**src/rtl/tile_grid_renderer.sv**
```systemverilog
// tile_grid_renderer: rasterises a GRID_N x GRID_N board of tiles through an
// external tile ROM and emits plot strobes for a VGA adapter.
// Optional feature macro: TILE_GRID_BORDER_EN (blanks local_x==0 / local_y==0
// pixels of every tile to draw grid lines).
module tile_grid_renderer #(
  parameter int GRID_N     = 4,
  parameter int TILE_PX    = 40,
  parameter int ORIGIN_X   = 80,
  parameter int ORIGIN_Y   = 40,
  parameter int VAL_W      = 4,
  parameter int ROM_LAT    = 1,
  parameter int PIX_DIV    = 2,
  parameter int CONTINUOUS = 0
) (
  input  logic                                clk,
  input  logic                                reset,
  input  logic                                start,
  input  logic [GRID_N*GRID_N*VAL_W-1:0]      board,
  output logic [VAL_W-1:0]                    tile_value,
  output logic [$clog2(TILE_PX*TILE_PX)-1:0]  tile_addr,
  input  logic [2:0]                          rom_colour,
  output logic [8:0]                          x,
  output logic [7:0]                          y,
  output logic [2:0]                          colour,
  output logic                                plot,
  output logic                                busy,
  output logic                                done
);

  localparam int AW = $clog2(TILE_PX*TILE_PX);
  localparam int LW = (TILE_PX > 1) ? $clog2(TILE_PX) : 1;
  localparam int GW = (GRID_N > 1) ? $clog2(GRID_N) : 1;
  localparam int NT = GRID_N*GRID_N;
  localparam int TW = (NT > 1) ? $clog2(NT) : 1;
  localparam int DW = 3;

  typedef enum logic [1:0] {IDLE, SCAN, DRAIN, DONE} state_t;
  state_t state, state_nx;

  logic [VAL_W-1:0] snap [NT];
  logic [LW-1:0]    lx, ly;
  logic [GW-1:0]    col, row;
  logic [AW-1:0]    ly_base;
  logic [8:0]       scan_x;
  logic [7:0]       scan_y;
  logic [DW-1:0]    div;
  logic [TW-1:0]    tidx;
  logic             issue, load_snap, last_pix, out_last;
  logic             lx_end, ly_end, col_end, row_end;

  // Stage i holds the pixel issued i+1 clocks ago; the last stage feeds the outputs.
  logic             p_vld  [0:ROM_LAT];
  logic             p_last [0:ROM_LAT];
  logic [8:0]       p_x    [0:ROM_LAT];
  logic [7:0]       p_y    [0:ROM_LAT];
`ifdef TILE_GRID_BORDER_EN
  logic             p_brd  [0:ROM_LAT];
`endif

  assign lx_end   = (lx  == LW'(TILE_PX-1));
  assign ly_end   = (ly  == LW'(TILE_PX-1));
  assign col_end  = (col == GW'(GRID_N-1));
  assign row_end  = (row == GW'(GRID_N-1));
  assign last_pix = lx_end && col_end && ly_end && row_end;
  assign tidx     = TW'(int'(row)*GRID_N + int'(col));
  assign busy     = (state != IDLE);
  assign done     = (state == DONE);

  // State register
  always_ff @(posedge clk) begin
    if (reset) state <= IDLE;
    else       state <= state_nx;
  end

  // Next-state logic, issue strobe and snapshot request
  always_comb begin
    state_nx  = state;
    issue     = 1'b0;
    load_snap = 1'b0;
    unique case (state)
      IDLE: begin
        if (start) begin
          load_snap = 1'b1;
          state_nx  = SCAN;
        end
      end
      SCAN: begin
        if (div == '0) begin
          issue = 1'b1;
          if (last_pix) state_nx = DRAIN;
        end
      end
      DRAIN: begin
        if (out_last) state_nx = DONE;
      end
      DONE: begin
        if (CONTINUOUS != 0) begin
          load_snap = 1'b1;
          state_nx  = SCAN;
        end else begin
          state_nx = IDLE;
        end
      end
      default: state_nx = IDLE;
    endcase
  end

  // Board snapshot, pixel pacing, wrapping raster counters and ROM address outputs
  always_ff @(posedge clk) begin
    if (reset) begin
      for (int unsigned k = 0; k < NT; k++) snap[k] <= '0;
      lx         <= '0;
      ly         <= '0;
      col        <= '0;
      row        <= '0;
      ly_base    <= '0;
      scan_x     <= 9'(ORIGIN_X);
      scan_y     <= 8'(ORIGIN_Y);
      div        <= '0;
      tile_value <= '0;
      tile_addr  <= '0;
    end else begin
      if (load_snap) begin
        for (int unsigned k = 0; k < NT; k++) snap[k] <= board[k*VAL_W +: VAL_W];
      end
      if (state == SCAN && div != DW'(PIX_DIV-1)) div <= div + DW'(1);
      else                                        div <= '0;
      if (issue) begin
        tile_value <= snap[tidx];
        tile_addr  <= ly_base + AW'(lx);
        // ly_base tracks local_y*TILE_PX incrementally so no multiplier is needed.
        if (lx_end) begin
          lx <= '0;
          if (col_end) begin
            col    <= '0;
            scan_x <= 9'(ORIGIN_X);
            if (ly_end) begin
              ly      <= '0;
              ly_base <= '0;
              if (row_end) begin
                row    <= '0;
                scan_y <= 8'(ORIGIN_Y);
              end else begin
                row    <= row + GW'(1);
                scan_y <= scan_y + 8'd1;
              end
            end else begin
              ly      <= ly + LW'(1);
              ly_base <= ly_base + AW'(TILE_PX);
              scan_y  <= scan_y + 8'd1;
            end
          end else begin
            col    <= col + GW'(1);
            scan_x <= scan_x + 9'd1;
          end
        end else begin
          lx     <= lx + LW'(1);
          scan_x <= scan_x + 9'd1;
        end
      end
    end
  end

  // Delay x/y/plot to meet the ROM data, and register the colour output
  always_ff @(posedge clk) begin
    if (reset) begin
      for (int unsigned i = 0; i <= ROM_LAT; i++) begin
        p_vld[i]  <= 1'b0;
        p_last[i] <= 1'b0;
        p_x[i]    <= 9'(ORIGIN_X);
        p_y[i]    <= 8'(ORIGIN_Y);
`ifdef TILE_GRID_BORDER_EN
        p_brd[i]  <= 1'b0;
`endif
      end
      plot     <= 1'b0;
      out_last <= 1'b0;
      colour   <= '0;
      x        <= 9'(ORIGIN_X);
      y        <= 8'(ORIGIN_Y);
    end else begin
      p_vld[0]  <= issue;
      p_last[0] <= issue && last_pix;
      p_x[0]    <= scan_x;
      p_y[0]    <= scan_y;
`ifdef TILE_GRID_BORDER_EN
      p_brd[0]  <= (lx == '0) || (ly == '0);
`endif
      for (int unsigned i = 1; i <= ROM_LAT; i++) begin
        p_vld[i]  <= p_vld[i-1];
        p_last[i] <= p_last[i-1];
        p_x[i]    <= p_x[i-1];
        p_y[i]    <= p_y[i-1];
`ifdef TILE_GRID_BORDER_EN
        p_brd[i]  <= p_brd[i-1];
`endif
      end
      plot     <= p_vld[ROM_LAT];
      out_last <= p_last[ROM_LAT];
      x        <= p_x[ROM_LAT];
      y        <= p_y[ROM_LAT];
`ifdef TILE_GRID_BORDER_EN
      colour   <= p_brd[ROM_LAT] ? 3'b000 : {rom_colour[0], rom_colour[1], rom_colour[2]};
`else
      colour   <= {rom_colour[0], rom_colour[1], rom_colour[2]};
`endif
    end
  end

endmodule

```
**config.mk**
```make
export PLATFORM = sky130hd
export DESIGN_NAME = tile_grid_renderer
export DESIGN_NICKNAME = d
export VERILOG_FILES = /design/src/rtl/tile_grid_renderer.sv
export SDC_FILE = /design/constraint.sdc
export NUM_CORES = 1
export LEC_CHECK = 0
export ABC_AREA = 1
export ABC_CLOCK_PERIOD_IN_PS = 6150
export CORE_ASPECT_RATIO = 1.5
export CORE_MARGIN = 1
export CORE_UTILIZATION = 40
export CTS_BUF_LIST = sky130_fd_sc_hd__clkbuf_2
export DETAILED_ROUTE_END_ITERATION = 8
export HOLD_SLACK_MARGIN = 0.1
export MAX_ROUTING_LAYER = met4
export PLACE_DENSITY = 0.71
export SLEW_MARGIN = 20
export SYNTH_ARGS = -nofsm -noshare
export SYNTH_HDL_FRONTEND = slang
export SYNTH_SLANG_ARGS = --single-unit
```
**constraint.sdc**
```tcl
create_clock -name clk -period 6.15 [get_ports clk]
set_input_delay 1.23 -clock clk [delete_from_list [all_inputs] [get_ports clk]]
set_output_delay 1.23 -clock clk [all_outputs]
set_load 0.005 [all_outputs]
```
==> results of run 1 <==
state kept, by name (all words and copies together) (netlist names), 3 cells and up:
signal,flops
tile_value,4
x,9
tile_addr,11
scan_x,9
y,8
div,3
ly_base,8
snap,64
p_y,16
ly,6
colour,3
p_x,18
scan_y,8
lx,6
stage by stage:
| step | area (um^2) | hold WS [ns] | cells | power (mW) |
|---|---|---|---|---|
| CTS | 9300 | 0.399 | 1312 | 2.63 |
| global placement | 9020 | 0.389 | 1280 | 1.96 |
| floorplan | 7780 | 0.388 | 948 | 1.79 |
| finish | 9300 | 0.399 | 1313 | 2.60 |
| global route | 9300 | 0.410 | 1313 | 2.76 |
| detailed placement | 9020 | 0.394 | 1280 | 1.98 |
cell usage in the layout, fill, tap and decap left out, types with 2 or more instances in the layout:
master / synthesis / layout
nor2_1: 188 / 188
edfxtp_1: 64 / 64
inv_2: 7 / 8
clkinv_8: 0 / 2
xor2_1: 7 / 7
inv_1: 176 / 176
ha_1: 18 / 18
o21ai_0: 35 / 35
o21ai_1: 3 / 3
clkbuf_2: 1 / 17
o21bai_1: 2 / 2
o211ai_1: 7 / 7
o21a_1: 4 / 4
nand2_2: 2 / 3
nor4_1: 2 / 2
bufinv_16: 0 / 2
clkdlybuf4s50_1: 0 / 106
nand2_1: 157 / 156
a21oi_1: 28 / 28
clkinv_4: 0 / 4
nor3_1: 4 / 4
nand4_1: 4 / 4
buf_4: 1 / 4
dfxtp_1: 121 / 121
inv_8: 0 / 4
nand3_1: 60 / 60
xnor2_1: 3 / 3
or2_2: 9 / 9
cell type report:
type / instances / area (um^2) / area share, %
Timing Repair Buffer: 111 / 1100 / 11.8
Inverter: 183 / 687 / 7.39
Sequential cell: 185 / 4340 / 46.7
Clock buffer: 17 / 85.1 / 0.915
Clock inverter: 15 / 186 / 2.01
Tap cell: 256 / 320 / 3.45
Multi-Input combinational cell: 545 / 2580 / 27.7
Antenna cell: 1 / 2.50 / 0.0269
path summary, 6_finish.rpt:
kind | slack [ns] | cells past startpoint | end | from
worst max-delay path | 2.79 | 4 | busy | state[0]
worst min-delay path | 0.40 | 2 | p_x[1][0] | p_x[0][0]
worst max register to register | 3.27 | 11 | ly[3] | state[1]
worst min register to register | 0.40 | 2 | p_x[1][0] | p_x[0][0]
layer usage:
layer  GRT usage, %  wire, um  vias up
met5              -         0        -
met4           6.52       374        0
met3           2.84       483       26
met2           29.4      8110      131
met1           17.8      6020     2642
li1               -         -     3111
where the power goes:
group	internal (mW)	switching (mW)
logic	0.203	0.265
registers	1.42	0.0578
clock network	0.206	0.445
kinds of logic (layout without fill, tap and decap cells):
kind of cell,after synthesis,in the layout,share of synthesized area (%)
other,0,1,0
AND/OR/NAND/NOR,431,431,22.9
AO/OA/AOI/OAI,86,86,6.21
adder cells (fa/ha/maj),18,18,2.90
buffers and inverters,218,326,11.1
flip-flops,185,185,55.9
XOR/XNOR,10,10,1.13
worst max-delay path, stage by stage (launching register included):
cell and delay, ns:
dfxtp_1 0.46, inv_1 0.10, ha_1 0.27, inv_1 0.11, clkdlybuf4s50_1 0.50
==> qor.yml, run 1 <==
global_routing:
  track_usage_pct: 16.5
  grt-ovfl-total: 0
  grt_antenna_before_repair: 1
  grt_max_degree: 92
  grt_pass1_wl_um: 25300
  grt_pass1_vias: 5587
yosys:
  ys_seq_area_share_pct: 55.9
  ys_async_sr_fraction_pct: 0
  ys_seq_elements: 185
  synthesis.nets: 1036
  synth_cells: 948
  synth_area_um2: 7780
  synth.largest_area_cell: "dfxtp_1"
  synth_ff_type: "dfxtp_1"
  synth_cell_types: 39
  ys_top_cells_by_area: "dfxtp_1 31%, edfxtp_1 25%, nor2_1 9.1%, inv_1 8.5%, nand2_1 7.6%"
  synth_most_common_cell: "nor2_1"
  syn_avg_cell_area_um2: 8.20
  synth_common_cells: "188 x nor2_1, 176 x inv_1, 157 x nand2_1, 121 x dfxtp_1, 64 x edfxtp_1"
  synth_enable_flop_cells: 64
  netlist.area_leader.share_pct: 31.1
  yosysWarnings: 0
critical_path:
  required_ns: 4.92
  critPathCaptureType: "primary output"
  cp-start-kind: "flip-flop"
  critical_path_arrival_ns: 2.13
  crit_fanout: 4
  path_class: "flip-flop to primary output"
sta:
  period_share_pct: 54.6
  maxSlewHeadroom_pct: 40.6
  hold_viol: 0
  setup_violations: 0
  clock_skew_ns: 0.0440
  rsz0062_at_grt: "no"
  slew_viol_final: 0
  worstMarginPinSlew_ns: 0.891
  period_needed_ns: 3.36
  finalWorstSetupSlack_ns: 2.79
  fmax_mhz: 298
  finalSetupTns_ns: 0
route:
  firstDrtPassIters: 5
  via_per_inst: 4.50
  drt-initial-drc-count: 295
  post_drt_wl_per_cell_um: 11.4
  totalWireLength_um: 15000
  num_vias: 5910
  ant_nets: 0
  drc_errors: 0
power:
  p_leak_nw: 4.02
  ir_drop_uv: 150
  p_per_area_nw_per_um2: 280
die:
  die_y_um: 173
  dieArea_um2: 20000
  core_area_um2: 19100
  start_util_pct: 40.8
  die_x_um: 116
  pin_count: 108
  placementRows: 62
placed_design:
  hpwlAfterDp_um: 10400
  place_ws_ns: 2.36
  gp_congestion: 0.810
  port_buffers: 107
cts:
  clockRootBuffer: "clkbuf_2"
  cts_tree: "built"
  clock_path_buffers: 2
  clkSinkCount: 185
  cts_hold_buf: 0
  clkTransAtPathRegs_ns: 0.28
  numCtsBuffers: 17
  h-tree-depth: 4
  postCtsResizedCells: 0
  postCtsSetupRepairBufs: 0
  clkLatencyLatePin_ns: 0.71
outcome:
  status: "finished clean"
finish:
  fin_util_pct: 48.7
  nets: 1131
  fillers: 1896
  drive_gt1_share_pct: 5.68
  area_delta_synth_final_pct: 19.5
run:
  drv_cap: 0
hold_path:
  hold_path_class: "flip-flop to flip-flop"
(Power assumes the default switching activity.)
==> inputs of run 2 (changes only) <==
Settings changed: ABC_CLOCK_PERIOD_IN_PS 6150 to 3500.
Clock period 6.15 ns to 3.5 ns, I/O delays scaled along.
==> qor.yml, run 2 (synthesis gave the netlist of run 1 again) <==
cts:
  h-tree-depth: 4  # unchanged
  clkSinkCount: 185  # unchanged
  cts_hold_buf: 0  # unchanged
  clkTransAtPathRegs_ns: 0.28  # about the same
  numCtsBuffers: 17  # unchanged
  clkLatencyLatePin_ns: 0.78  # +0.07 ns
  cts_tree: "built"
  clockRootBuffer: "clkbuf_2"
  postCtsResizedCells: 0  # unchanged
  clock_path_buffers: 2  # unchanged
  postCtsSetupRepairBufs: 0  # unchanged
route:
  ant_nets: 0  # unchanged
  via_per_inst: 4.48  # -0.57%
  post_drt_wl_per_cell_um: 11.5  # +0.33%
  num_vias: 5881  # -0.49%
  totalWireLength_um: 15100  # +0.41%
  firstDrtPassIters: 5  # unchanged
  drt-initial-drc-count: 295  # unchanged
  drc_errors: 0  # unchanged
die:
  start_util_pct: 40.8  # unchanged
  pin_count: 108  # unchanged
  core_area_um2: 19100  # unchanged
  die_x_um: 116  # unchanged
  dieArea_um2: 20000  # unchanged
  die_y_um: 173  # unchanged
  placementRows: 62  # unchanged
placed_design:
  gp_congestion: 0.829  # +2.3%
  placedCellCount: 1281  # +0.078%
  hpwlAfterDp_um: 10500  # +1.3%
  port_buffers: 107  # unchanged
finish:
  fillers: 1937  # +2.2%
  multi_input_area_um2: 2580  # unchanged
  top_regs: "snap (64), p_x (18), p_y (16)"
  layout_common_cells: "188 x nor2_1, 176 x inv_1, 156 x nand2_1, 121 x dfxtp_1, 106 x clkdlybuf4s50_1"
  final_common_cell: "nor2_1"
  seq_area_um2: 4340  # unchanged
  largest_register: "snap"
  drive_gt1_share_pct: 5.87  # +0.18 points
  largest_reg_flops: 64  # unchanged
  final_cell_count_no_fill: 1314  # +0.076%
  area_delta_synth_final_pct: 19.4
  nets: 1132  # +0.088%
power:
  p_comb_share_pct: 18.8  # +0.8 points
  ir_drop_uv: 224  # +49%
  switching_share_pct: 30.8  # +1.2 points
  p_leak_nw: 4.01  # -0.31%
  p_sw_mw: 1.38  # +80%
  p_int_mw: 3.11  # +69%
  pwr-share-clk_pct: 23.3  # -1.7 points
  seq_power_share_pct: 57.9  # +0.9 points
  p_per_area_nw_per_um2: 483  # +73%
global_routing:
  track_usage_pct: 16.7  # +0.25 points
  grt_max_degree: 91  # -1.1%
  grt_pass1_vias: 5676  # +1.6%
  grt_pass1_wl_um: 25600  # +0.98%
  grt-ovfl-total: 0  # unchanged
  grt_antenna_before_repair: 1  # unchanged
sta:
  rsz0062_at_grt: "no"
  finalSetupTns_ns: 0  # unchanged
  maxSlewHeadroom_pct: 41.5  # +0.90 points
  hold_viol: 0  # unchanged
  period_needed_ns: 2.80
  setup_violations: 0  # unchanged
  period_share_pct: 79.9
  slew_viol_final: 0  # unchanged
  clock_skew_ns: 0.0369  # -0.00713 ns
  fmax_mhz: 357
  worstMarginPinSlew_ns: 0.878  # -0.0134 ns
critical_path:
  r2r_setup_slack_ns: 1.20  # -2.07 ns
  max_stage_delay_ns: 0.51  # about the same
  required_ns: 2.80  # -2.12 ns
  path_class: "flip-flop to primary output"
  cp-start-kind: "flip-flop"
  cpMostUsedCell: "inv_1"
  critical_path_arrival_ns: 2.10  # -0.03 ns
  critPathCaptureType: "primary output"
  path_cells: "inv_1, ha_1, inv_1, clkdlybuf4s50_1"
  slowest_stage: "clkdlybuf4s50_1"
  crit_fanout: 4  # unchanged
outcome:
  status: "finished clean"
hold_path:
  hold_path_class: "input port to flip-flop"
run:
  drv_cap: 0  # unchanged
-- run 2: final timing paths --
check	startpoint	end	cells after the start
worst min register to register	p_y[0][6]	p_y[1][6]	2
worst max register to register	state[1]	ly[3]	11
worst min-delay path	rom_colour[1]	colour[1]	3
worst max-delay path	state[0]	busy	4
-- run 2: through the flow --
stage | hold WS (ns) | util (%) | setup slack, ns | area, um^2 | total power [mW]
floorplan | 0.388 | - | 0.448 | 7780 | 3.14
global placement | 0.389 | 47.4 | 1.29 | 9040 | 3.47
detailed placement | 0.392 | 47.4 | 1.19 | 9040 | 3.50
CTS | 0.319 | 48.6 | 0.631 | 9280 | 4.55
global route | 0.337 | 48.7 | 0.543 | 9290 | 4.76
finish | 0.392 | 48.7 | 0.702 | 9290 | 4.49
-- run 2: layout make-up --
type | count | area share (%)
Clock inverter | 15 | 1.66
Tap cell | 256 | 3.45
Clock buffer | 17 | 0.916
Antenna cell | 1 | 0.0270
Multi-Input combinational cell | 545 | 27.7
Inverter | 183 | 7.40
Sequential cell | 185 | 46.8
Timing Repair Buffer | 112 | 12.0
-- run 2: critical path, delay by kind of cell (launching register included) --
kind	cells	cell delay, ns
buffers and inverters	3	0.69
flip-flops	1	0.43
adder cells (fa/ha/maj)	1	0.24
-- run 2: layer usage --
layer | routed length (um) | share of wire, % | vias to the layer above | GRT usage (%)
met4 | 399 | 2.7 | 0 | 7.91
li1 | - | - | 3111 | -
met5 | 0 | 0 | - | -
met2 | 7920 | 53 | 122 | 28.8
met1 | 6190 | 41 | 2623 | 18.1
met3 | 544 | 3.6 | 25 | 3.36
-- run 2: power by group through the flow --
stage          combinational [mW]  clock (mW)  sequential (mW)
3_3_place_gp                0.833           0             2.63
4_1_cts                     0.857        1.09             2.60
6_report                    0.844        1.05             2.60
2_1_floorplan               0.510           0             2.63
5_1_grt                     0.959        1.17             2.63
3_5_place_dp                0.852           0             2.65
==> inputs of run 3 (changes only) <==
Settings changed: ABC_CLOCK_PERIOD_IN_PS 3500 to 2900.
Clock period 3.5 ns to 2.9 ns, I/O delays scaled along.
==> qor.yml, run 3 (synthesis gave the netlist of run 1 again) <==
hold_path:
  hold_path_class: "input port to flip-flop"
cts:
  clock_path_buffers: 2  # unchanged
  cts_tree: "built"
  h-tree-depth: 4  # unchanged
  clkLatencyLatePin_ns: 0.80  # +0.02 ns
  clkTransAtPathRegs_ns: 0.28  # about the same
  postCtsResizedCells: 0  # unchanged
  postCtsSetupRepairBufs: 0  # unchanged
  numCtsBuffers: 17  # unchanged
  cts_hold_buf: 0  # unchanged
  clkSinkCount: 185  # unchanged
  clockRootBuffer: "clkbuf_2"
global_routing:
  grt_max_degree: 91  # unchanged
  grt_pass1_wl_um: 25700  # +0.51%
  grt-ovfl-total: 0  # unchanged
  track_usage_pct: 17.0  # +0.22 points
  grt_pass1_vias: 5867  # +3.4%
  grt_antenna_before_repair: 1  # unchanged
die:
  core_area_um2: 19100  # unchanged
  dieArea_um2: 20000  # unchanged
  die_y_um: 173  # unchanged
  start_util_pct: 40.8  # unchanged
  die_x_um: 116  # unchanged
  pin_count: 108  # unchanged
  placementRows: 62  # unchanged
sta:
  slew_viol_final: 0  # unchanged
  fmax_mhz: 371
  finalWorstSetupSlack_ns: 0.207  # -0.495 ns
  setup_violations: 0  # unchanged
  period_needed_ns: 2.69
  worstMarginPinSlew_ns: 0.871  # -0.00693 ns
  hold_viol: 0  # unchanged
  finalSetupTns_ns: 0  # unchanged
  clock_skew_ns: 0.0390  # +0.00212 ns
  maxSlewHeadroom_pct: 41.9  # +0.46 points
  rsz0062_at_grt: "no"
  period_share_pct: 92.8
placed_design:
  dpl-instance-area_um2: 9070  # +0.25%
  hpwlAfterDp_um: 10800  # +2.8%
  port_buffers: 107  # unchanged
  place_ws_ns: 0.594  # -0.596 ns
  gp_congestion: 0.845  # +1.9%
critical_path:
  critPathCaptureType: "primary output"
  crit_fanout: 4  # unchanged
  critical_path_arrival_ns: 2.11  # about the same
  critPathTopFamily: "buffers and inverters"
  path_class: "flip-flop to primary output"
  r2r-end: "scan_y[3]"
  critPathLaunch: "state[0]"
  cp.depth: 4  # unchanged
  critPathBufInv: 3  # unchanged
  cp-start-kind: "flip-flop"
  path_cells: "inv_1, ha_1, inv_1, clkdlybuf4s50_1"
  slowest_stage: "clkdlybuf4s50_1"
  r2r_setup_slack_ns: 0.59  # -0.61 ns
  cpMostUsedCell: "inv_1"
  reg2regPathDepth: 8  # -3
  r2r-start: "state[1]"
  max_stage_delay_ns: 0.50  # about the same
  endpoint: "busy"
  required_ns: 2.32  # -0.48 ns
route:
  drc_errors: 0  # unchanged
  firstDrtPassIters: 4  # -1
  totalWireLength_um: 15200  # +0.83%
  post_drt_wl_per_cell_um: 11.5  # +0.60%
  drt-initial-drc-count: 256  # -13%
  via_per_inst: 4.57  # +2.1%
  num_vias: 6019  # +2.3%
  ant_nets: 0  # unchanged
finish:
  drive_gt1_share_pct: 6.13  # +0.27 points
  top_regs: "snap (64), p_x (18), p_y (16)"
  nets: 1135  # +0.27%
  largest_register: "snap"
  final_common_cell: "nor2_1"
  layout_common_cells: "188 x nor2_1, 176 x inv_1, 156 x nand2_1, 121 x dfxtp_1, 106 x clkdlybuf4s50_1"
  largest_reg_flops: 64  # unchanged
  fin_area_um2: 9320  # +0.38%
  area_delta_synth_final_pct: 19.8
  fin_util_pct: 48.8  # +0.18 points
power:
  total_power_mw: 5.43  # +21%
  p_per_area_nw_per_um2: 582  # +20%
  p_leak_nw: 4.03  # +0.45%
  ir_drop_uv: 261  # +16%
outcome:
  status: "finished clean"
run:
  drv_cap: 0  # unchanged
==> run 3: cell count changes in the layout (fill, tap and decap cells not counted), sizes merged <==
| cell | delta |
|---|---|
| buf | +3 |
| clkinv | +6 |
| clkinvlp | -1 |
| inv | -5 |
==> run 3: how the worst min path moves through the flow <==
stage / slack [ns] / cells past startpoint / start / to
CTS: 0.20 / 4 / reset / p_last[0]
finish: 0.25 / 4 / reset / ly[4]
detailed placement: 0.39 / 2 / p_x[0][8] / p_x[1][8]
global placement: 0.39 / 2 / p_last[1] / out_last
floorplan: 0.39 / 2 / p_last[1] / out_last
global route: 0.21 / 3 / rom_colour[2] / colour[0]
==> run 3: worst min-delay path: stages <==
cell     delay, ns
buf_2         0.10
inv_2         0.19
nand2_1       0.14
nor2_1        0.03
==> run 3: cell type report <==
type                    count  area (um^2)
clock buffers              17         85.1
diodes                      1         2.50
inverters                 183          687
flip-flops and latches    185         4340
clock inverters            15          166
multi-input cells         545         2580
well taps                 256          320
fillers                  1871         9760
repair buffers            115         1140
==> run 3: routing by layer <==
metal,routed length (um),vias to the layer above,global-route usage (%)
met5,0,-,-
met1,6010,2725,17.3
met3,514,41,3.26
met4,589,0,10.3
met2,8060,131,29.4
li1,-,3122,-
==> run 3: metrics by stage <==
| step | cells | hold slack [ns] |
|---|---|---|
| 2_1_floorplan | 948 | 0.388 |
| 3_3_place_gp | 1284 | 0.389 |
| 3_5_place_dp | 1284 | 0.392 |
| 4_1_cts | 1316 | 0.197 |
| 5_1_grt | 1317 | 0.208 |
| 6_report | 1317 | 0.251 |
==> run 3: where the power goes <==
part / internal, mW / total, mW / switching, mW
logic: 0.452 / 1.02 / 0.565
registers: 3.02 / 3.14 / 0.120
clock network: 0.281 / 1.27 / 0.989
==> edit 1 (config.mk and constraints of run 2) <==
Put a register stage on the outputs `busy` and `done`, cleared by the reset. The values now appear one clock later. The other outputs are not delayed to match.
--- a/src/rtl/tile_grid_renderer.sv
+++ b/src/rtl/tile_grid_renderer.sv
@@ -63,8 +63,15 @@
   assign row_end  = (row == GW'(GRID_N-1));
   assign last_pix = lx_end && col_end && ly_end && row_end;
   assign tidx     = TW'(int'(row)*GRID_N + int'(col));
-  assign busy     = (state != IDLE);
-  assign done     = (state == DONE);
+  always_ff @(posedge clk) begin
+    if (reset) begin
+      busy <= '0;
+      done <= '0;
+    end else begin
+      busy <= (state != IDLE);
+      done <= (state == DONE);
+    end
+  end
 
   // State register
   always_ff @(posedge clk) begin
Formal check against the unedited RTL: not equivalent (a bounded check fails within 4 cycles, from zero or initial values and one cycle with reset high).
==> edit 1 against run 2 <==
  * Wire length down 0.50%
  * Design area grew 0.61%
  * Area after synthesis increased by 0.64%
  * Power grew 1.1%
  * Highest routed layer unchanged
  * Critical path type unchanged
  * Largest cell class unchanged
  * Worst setup slack improved by 0.38 ns
  * Sequential cell count up 2
  * Combinational power is 0.6% lower
  * Global-route usage shrank 0.24 points
==> edit 1: results (changes against run 2) <==
{| class="wikitable"
! Metric !! Value
|-
| Run status || finished clean
|-
| Data arrival time of the worst path || 1.72 ns (-0.38 ns)
|-
| Vias || 5921 (+0.68%)
|-
| Biggest fanout along the worst timing path || 2 (-2)
|-
| GRT Util Overall || 16.5% (-0.24 points)
|-
| Filler cell count || 1888 (-2.5%)
|-
| Worst slew margin || 39.6% (-1.9 points)
|-
| Routability congestion estimate || 0.798 (-3.7%)
|-
| Met2 WL post-DR || 8270 um (+4.4%)
|-
| Post-Synthesis Cells || 947 (-0.11%)
|-
| Vias in the first global route || 5632 (-0.78%)
|-
| Average routed wire per standard cell || 11.4 um (-0.58%)
|-
| Area growth from synthesis to layout || 19.3% (about the same)
|-
| Met1 layer wirelength in the final routing || 5790 um (-6.5%)
|-
| HPWL after detailed placement || 10600 um (+0.82%)
|-
| Synth area leaders || dfxtp_1 31%, edfxtp_1 25%, nor2_1 8.9%, inv_1 8.5%, nand2_1 7.5%
|-
| Cell Area, Placed || 0.00910 mm^2 (+0.64%)
|-
| Met3 routed WL || 491 um (-9.7%)
|-
| Leakage Power || 4.06 nW (+1.2%)
|-
| Count of flip-flops with a built-in enable after synthesis || 64 (unchanged)
|-
| Worst clock skew || 0.0335 ns (-0.00333 ns)
|-
| Number of vias per cell || 4.50 (+0.60%)
|-
| Clk buf depth || 2 (unchanged)
|-
| Number of different library cells in the post-synthesis netlist || 36 (-7.7%)
|-
| First-pass GRT wire length || 25400 um (-0.95%)
|-
| Number of instances in the placed design || 1282 (+0.078%)
|-
| Largest net degree at the start of global routing || 94 (+3.3%)
|-
| First-pass iteration count of the detailed router || 7 (+2)
|-
| IR Drop Worst-Case VDD || 0.276 mV (+23%)
|-
| Net count after synthesis || 1035 (-0.097%)
|-
| Post-layout nets || 1133 (+0.088%)
|-
| Leading cell types by count after synthesis || 186 x nor2_1, 177 x inv_1, 157 x nand2_1
|-
| Layout cells sized above 1 || 6.33% (+0.47 points)
|-
| Iteration-0 DRC Markers || 334 (+13%)
|-
| Post-synthesis sequential area ratio || 56.0% (+0.15 points)
|}
==> edit 1: changes by cell type in the layout (fill, tap and decap cells not counted), sizes merged, moves of 2 or more <==
cell,change
nand3,+4
o21ai,-7
dfxtp,+2
inv,+2
clkinvlp,-2
==> edit 1: area by class of cell <==
| type | count | area [um^2] | area share [%] |
|---|---|---|---|
| clock inverter | 14 | 148 | 1.58 |
| inverter | 184 | 691 | 7.39 |
| tap | 256 | 320 | 3.43 |
| sequential | 187 | 4380 | 46.9 |
| timing repair buffer | 113 | 1120 | 12.0 |
| multi-input combinational | 542 | 2580 | 27.6 |
| antenna | 1 | 2.50 | 0.0268 |
| clock buffer | 18 | 90.1 | 0.964 |
==> edit 1: metal layers <==
| layer | vias to the layer above | GRT usage (%) |
|---|---|---|
| met2 | 117 | 29.4 |
| met4 | 0 | 7.91 |
| li1 | 3111 | - |
| met3 | 27 | 3.22 |
| met1 | 2666 | 16.9 |
| met5 | - | - |
==> edit 1: worst register-to-register path, delay by kind of cell (launching register included) <==
family / cells / cell delay, ns
and+or+nand+nor: 4 / 0.83
adders and majority gates: 1 / 0.25
DFF: 1 / 0.40
xor gates and xnor gates: 1 / 0.15
buffers and inverters: 3 / 0.63
==> edit 1: worst paths after layout <==
kind,slack [ns],cells past startpoint,from,end
worst max register to register,1.20,9,state[1],scan_y[7]
worst min-delay path,0.39,3,rom_colour[2],colour[0]
worst max-delay path,1.08,1,tile_value[2],tile_value[2]
worst min register to register,0.41,2,p_vld[1],plot
==> edit 1: logic make-up after synthesis <==
group	after synthesis	synth area share (%)
XOR/XNOR	11	1.23
AO/OA/AOI/OAI	77	5.51
buffers and inverters	218	11.0
adder cells (fa/ha/maj)	18	2.88
flip-flops	187	56.0
AND/OR/NAND/NOR	436	23.3
==> edit 1: report_power, final <==
part,internal (W),leakage [nW],total [W],switching (W)
Clock,0.000240,0.148,0.00107,0.000827
Sequential,0.00253,1.68,0.00263,0.0000981
Combinational,0.000368,2.23,0.000839,0.000472
Total,0.00314,4.06,0.00453,0.00140
==> edit 1: stage by stage <==
step | hold WS (ns) | worst slack [ns]
after floorplan | 0.388 | 0.508
after global placement | 0.390 | 1.32
after detailed placement | 0.392 | 1.24
after CTS | 0.304 | 1.00
after global routing | 0.301 | 0.933
final | 0.390 | 1.08
==> edit 2 (config.mk and constraints of run 2) <==
Made on the original files. `CONTINUOUS`: 0 -> 1.
--- a/src/rtl/tile_grid_renderer.sv
+++ b/src/rtl/tile_grid_renderer.sv
@@ -10,7 +10,7 @@
   parameter int VAL_W      = 4,
   parameter int ROM_LAT    = 1,
   parameter int PIX_DIV    = 2,
-  parameter int CONTINUOUS = 0
+  parameter int CONTINUOUS = 1
 ) (
   input  logic                                clk,
   input  logic                                reset,
Behaviour: same outputs for any inputs over 10 cycles, from zero or initial values and one cycle with reset high; that may be too few to reach the edited logic, so the function may still have changed.
==> edit 2 against run 2 <==
  * Design area is 1.6% higher
  * Cell count increased by 0.76%
  * Critical path type unchanged
  * Area after synthesis is 0.53% higher
  * Power up 12%
  * Sequential cell count unchanged
  * Worst setup slack better by 0.0030 ns
  * Synthesized cell count grew 0.53%
  * Wire length up 1.3%
==> edit 2: results (changes against run 2) <==
{| class="wikitable"
! Metric !! Value
|-
| Switching share of power || 29.1% (-1.6 points)
|-
| Largest stage delay on the critical path || 0.49 ns (-0.02 ns)
|-
| Synthesis warning total || 0 (unchanged)
|-
| Routability congestion estimate || 0.826 (-0.28%)
|-
| Layout cells sized above 1 || 5.90% (+0.039 points)
|-
| Hold crit path type || reg2reg
|-
| Worst hold endpoint || y[0]
|-
| Clk slew on worst S/H paths || 0.26 ns (-0.02 ns)
|-
| Vias || 5975 (+1.6%)
|-
| Largest net degree at the start of global routing || 65 (-29%)
|-
| Hold-critical path depth || 2 (-1)
|-
| Slew at the pin with the worst max-slew slack || 0.847 ns (-0.0312 ns)
|-
| Worst-skew pair later-pin latency || 0.77 ns
|-
| Worst-path cell with the longest stage delay || clkdlybuf4s50_1
|-
| Run status || finished clean
|-
| First-pass iteration count of the detailed router || 7 (+2)
|-
| Critical register-to-register path startpoint || state[1]
|-
| Slack of the worst reg-to-reg path || 1.18 ns (-0.02 ns)
|-
| Iteration-0 DRC Markers || 283 (-4.1%)
|-
| Max-capacitance violation count || 0 (unchanged)
|-
| Post-CTS Setup Repair Bufs || 0 (unchanged)
|-
| # resized after CTS || 0 (unchanged)
|-
| IO Port Bufs || 107 (unchanged)
|-
| Largest registers || snap x64, p_x x18, p_y x16
|-
| Average routed wire per standard cell || 11.5 um (+0.53%)
|-
| Number of H-tree levels || 4 (unchanged)
|-
| Post-synthesis sequential area ratio || 55.6% (-0.29 points)
|-
| Master cell of the clock root buffer || clkbuf_2
|-
| Worst clock skew || 0.0374 ns (+0.000506 ns)
|-
| Leakage Power || 4.12 nW (+2.8%)
|-
| Post-layout nets || 1143 (+0.97%)
|-
| IR Drop Worst-Case VDD || 0.229 mV (+2.1%)
|-
| Biggest fanout along the worst timing path || 5 (+1)
|-
| HPWL after detailed placement || 10800 um (+2.4%)
|-
| Count of cells along the worst register-to-register path || 8 (-3)
|-
| Count of flip-flops with a built-in enable after synthesis || 64 (unchanged)
|-
| Clk buf depth || 2 (unchanged)
|-
| First-pass GRT wire length || 25800 um (+0.94%)
|-
| Synth area leaders || dfxtp_1 31%, edfxtp_1 25%, nor2_1 8.7%, inv_1 8.4%, nand2_1 8.0%
|-
| Net count after synthesis || 1042 (+0.58%)
|-
| Share of flip-flops with an asynchronous set or reset || 0% (unchanged)
|-
| Number of different library cells in the post-synthesis netlist || 40 (+2.6%)
|-
| Min-Delay Startpoint || p_y[1][0]
|-
| Leading cell types by count after synthesis || 181 x nor2_1, 175 x inv_1, 167 x nand2_1
|-
| Category of cells accounting for the largest share of critical-path delay || buffers and inverters
|-
| GRT Util Overall || 16.9% (+0.16 points)
|-
| Filler cell count || 1868 (-3.6%)
|-
| Reg-to-reg critical path endpoint || col[1]
|-
| Vias in the first global route || 5717 (+0.72%)
|-
| Data arrival time of the worst path || 2.09 ns
|}
==> edit 2: final cells by class <==
| class | instances | area, um^2 | area share, % |
|---|---|---|---|
| multi-input cells | 557 | 2660 | 28.2 |
| clock inverters | 14 | 215 | 2.28 |
| clock buffers | 18 | 90.1 | 0.955 |
| well taps | 256 | 320 | 3.39 |
| diodes | 1 | 2.50 | 0.0265 |
| inverters | 178 | 668 | 7.08 |
| repair buffers | 115 | 1140 | 12.1 |
| flip-flops and latches | 185 | 4340 | 46.0 |
==> edit 2: worst max path at each step <==
stage / start / endpoint / slack, ns / cells past startpoint
6_report: state[0] / busy / 0.71 / 4
5_1_grt: state[0] / busy / 0.49 / 4
4_1_cts: state[0] / busy / 0.63 / 4
3_5_place_dp: state[1] / col[1] / 1.21 / 8
3_3_place_gp: state[1] / col[1] / 1.29 / 8
2_1_floorplan: reset / snap[0][0] / 0.37 / 4
==> edit 2: worst reg2reg max path, delay by kind of cell, from the launching register on <==
kind | cells | cell delay [ns]
buffers and inverters | 3 | 0.78
AND/OR/NAND/NOR | 2 | 0.57
AO/OA/AOI/OAI | 2 | 0.27
adder cells (fa/ha/maj) | 1 | 0.22
flip-flops | 1 | 0.40
==> edit 2: metrics by stage <==
step                setup slack [ns]  hold WS [ns]  power [W]  std cells  area (um^2)
finish                         0.705         0.402    0.00501       1324         9440
global placement                1.29         0.390    0.00377       1291         9130
detailed placement              1.21         0.392    0.00380       1291         9130
global route                   0.491         0.342    0.00532       1324         9440
floorplan                      0.369         0.388    0.00338        953         7820
CTS                            0.633         0.353    0.00507       1323         9440
==> edit 2: power groups by stage <==
| stage | registers, W | logic [W] | clock network [W] |
|---|---|---|---|
| 4_1_cts | 0.00275 | 0.00101 | 0.00130 |
| 3_3_place_gp | 0.00279 | 0.000982 | 0 |
| 3_5_place_dp | 0.00280 | 0.00100 | 0 |
| 5_1_grt | 0.00279 | 0.00114 | 0.00138 |
| 2_1_floorplan | 0.00278 | 0.000604 | 0 |
| 6_report | 0.00275 | 0.000993 | 0.00126 |
==> edit 2: cells by family (layout without fill, tap and decap cells) <==
family / after synthesis / after routing / share of synthesized area [%]
XOR/XNOR: 11 / 11 / 1.23
buffers and inverters: 211 / 325 / 10.5
AO/OA/AOI/OAI: 79 / 79 / 5.78
adder cells (fa/ha/maj): 19 / 19 / 3.04
flip-flops: 185 / 185 / 55.6
other: 1 / 2 / 0.0480
AND/OR/NAND/NOR: 447 / 447 / 23.9
==> edit 2: routing by layer <==
metal / share of wire (%) / wire length (um) / vias up / GRT usage, %
li1: - / - / 3135 / -
met2: 53 / 8100 / 133 / 29.5
met4: 2.4 / 361 / 0 / 7.00
met1: 41 / 6210 / 2676 / 18.5
met3: 3.7 / 571 / 31 / 3.18
met5: 0 / 0 / - / -
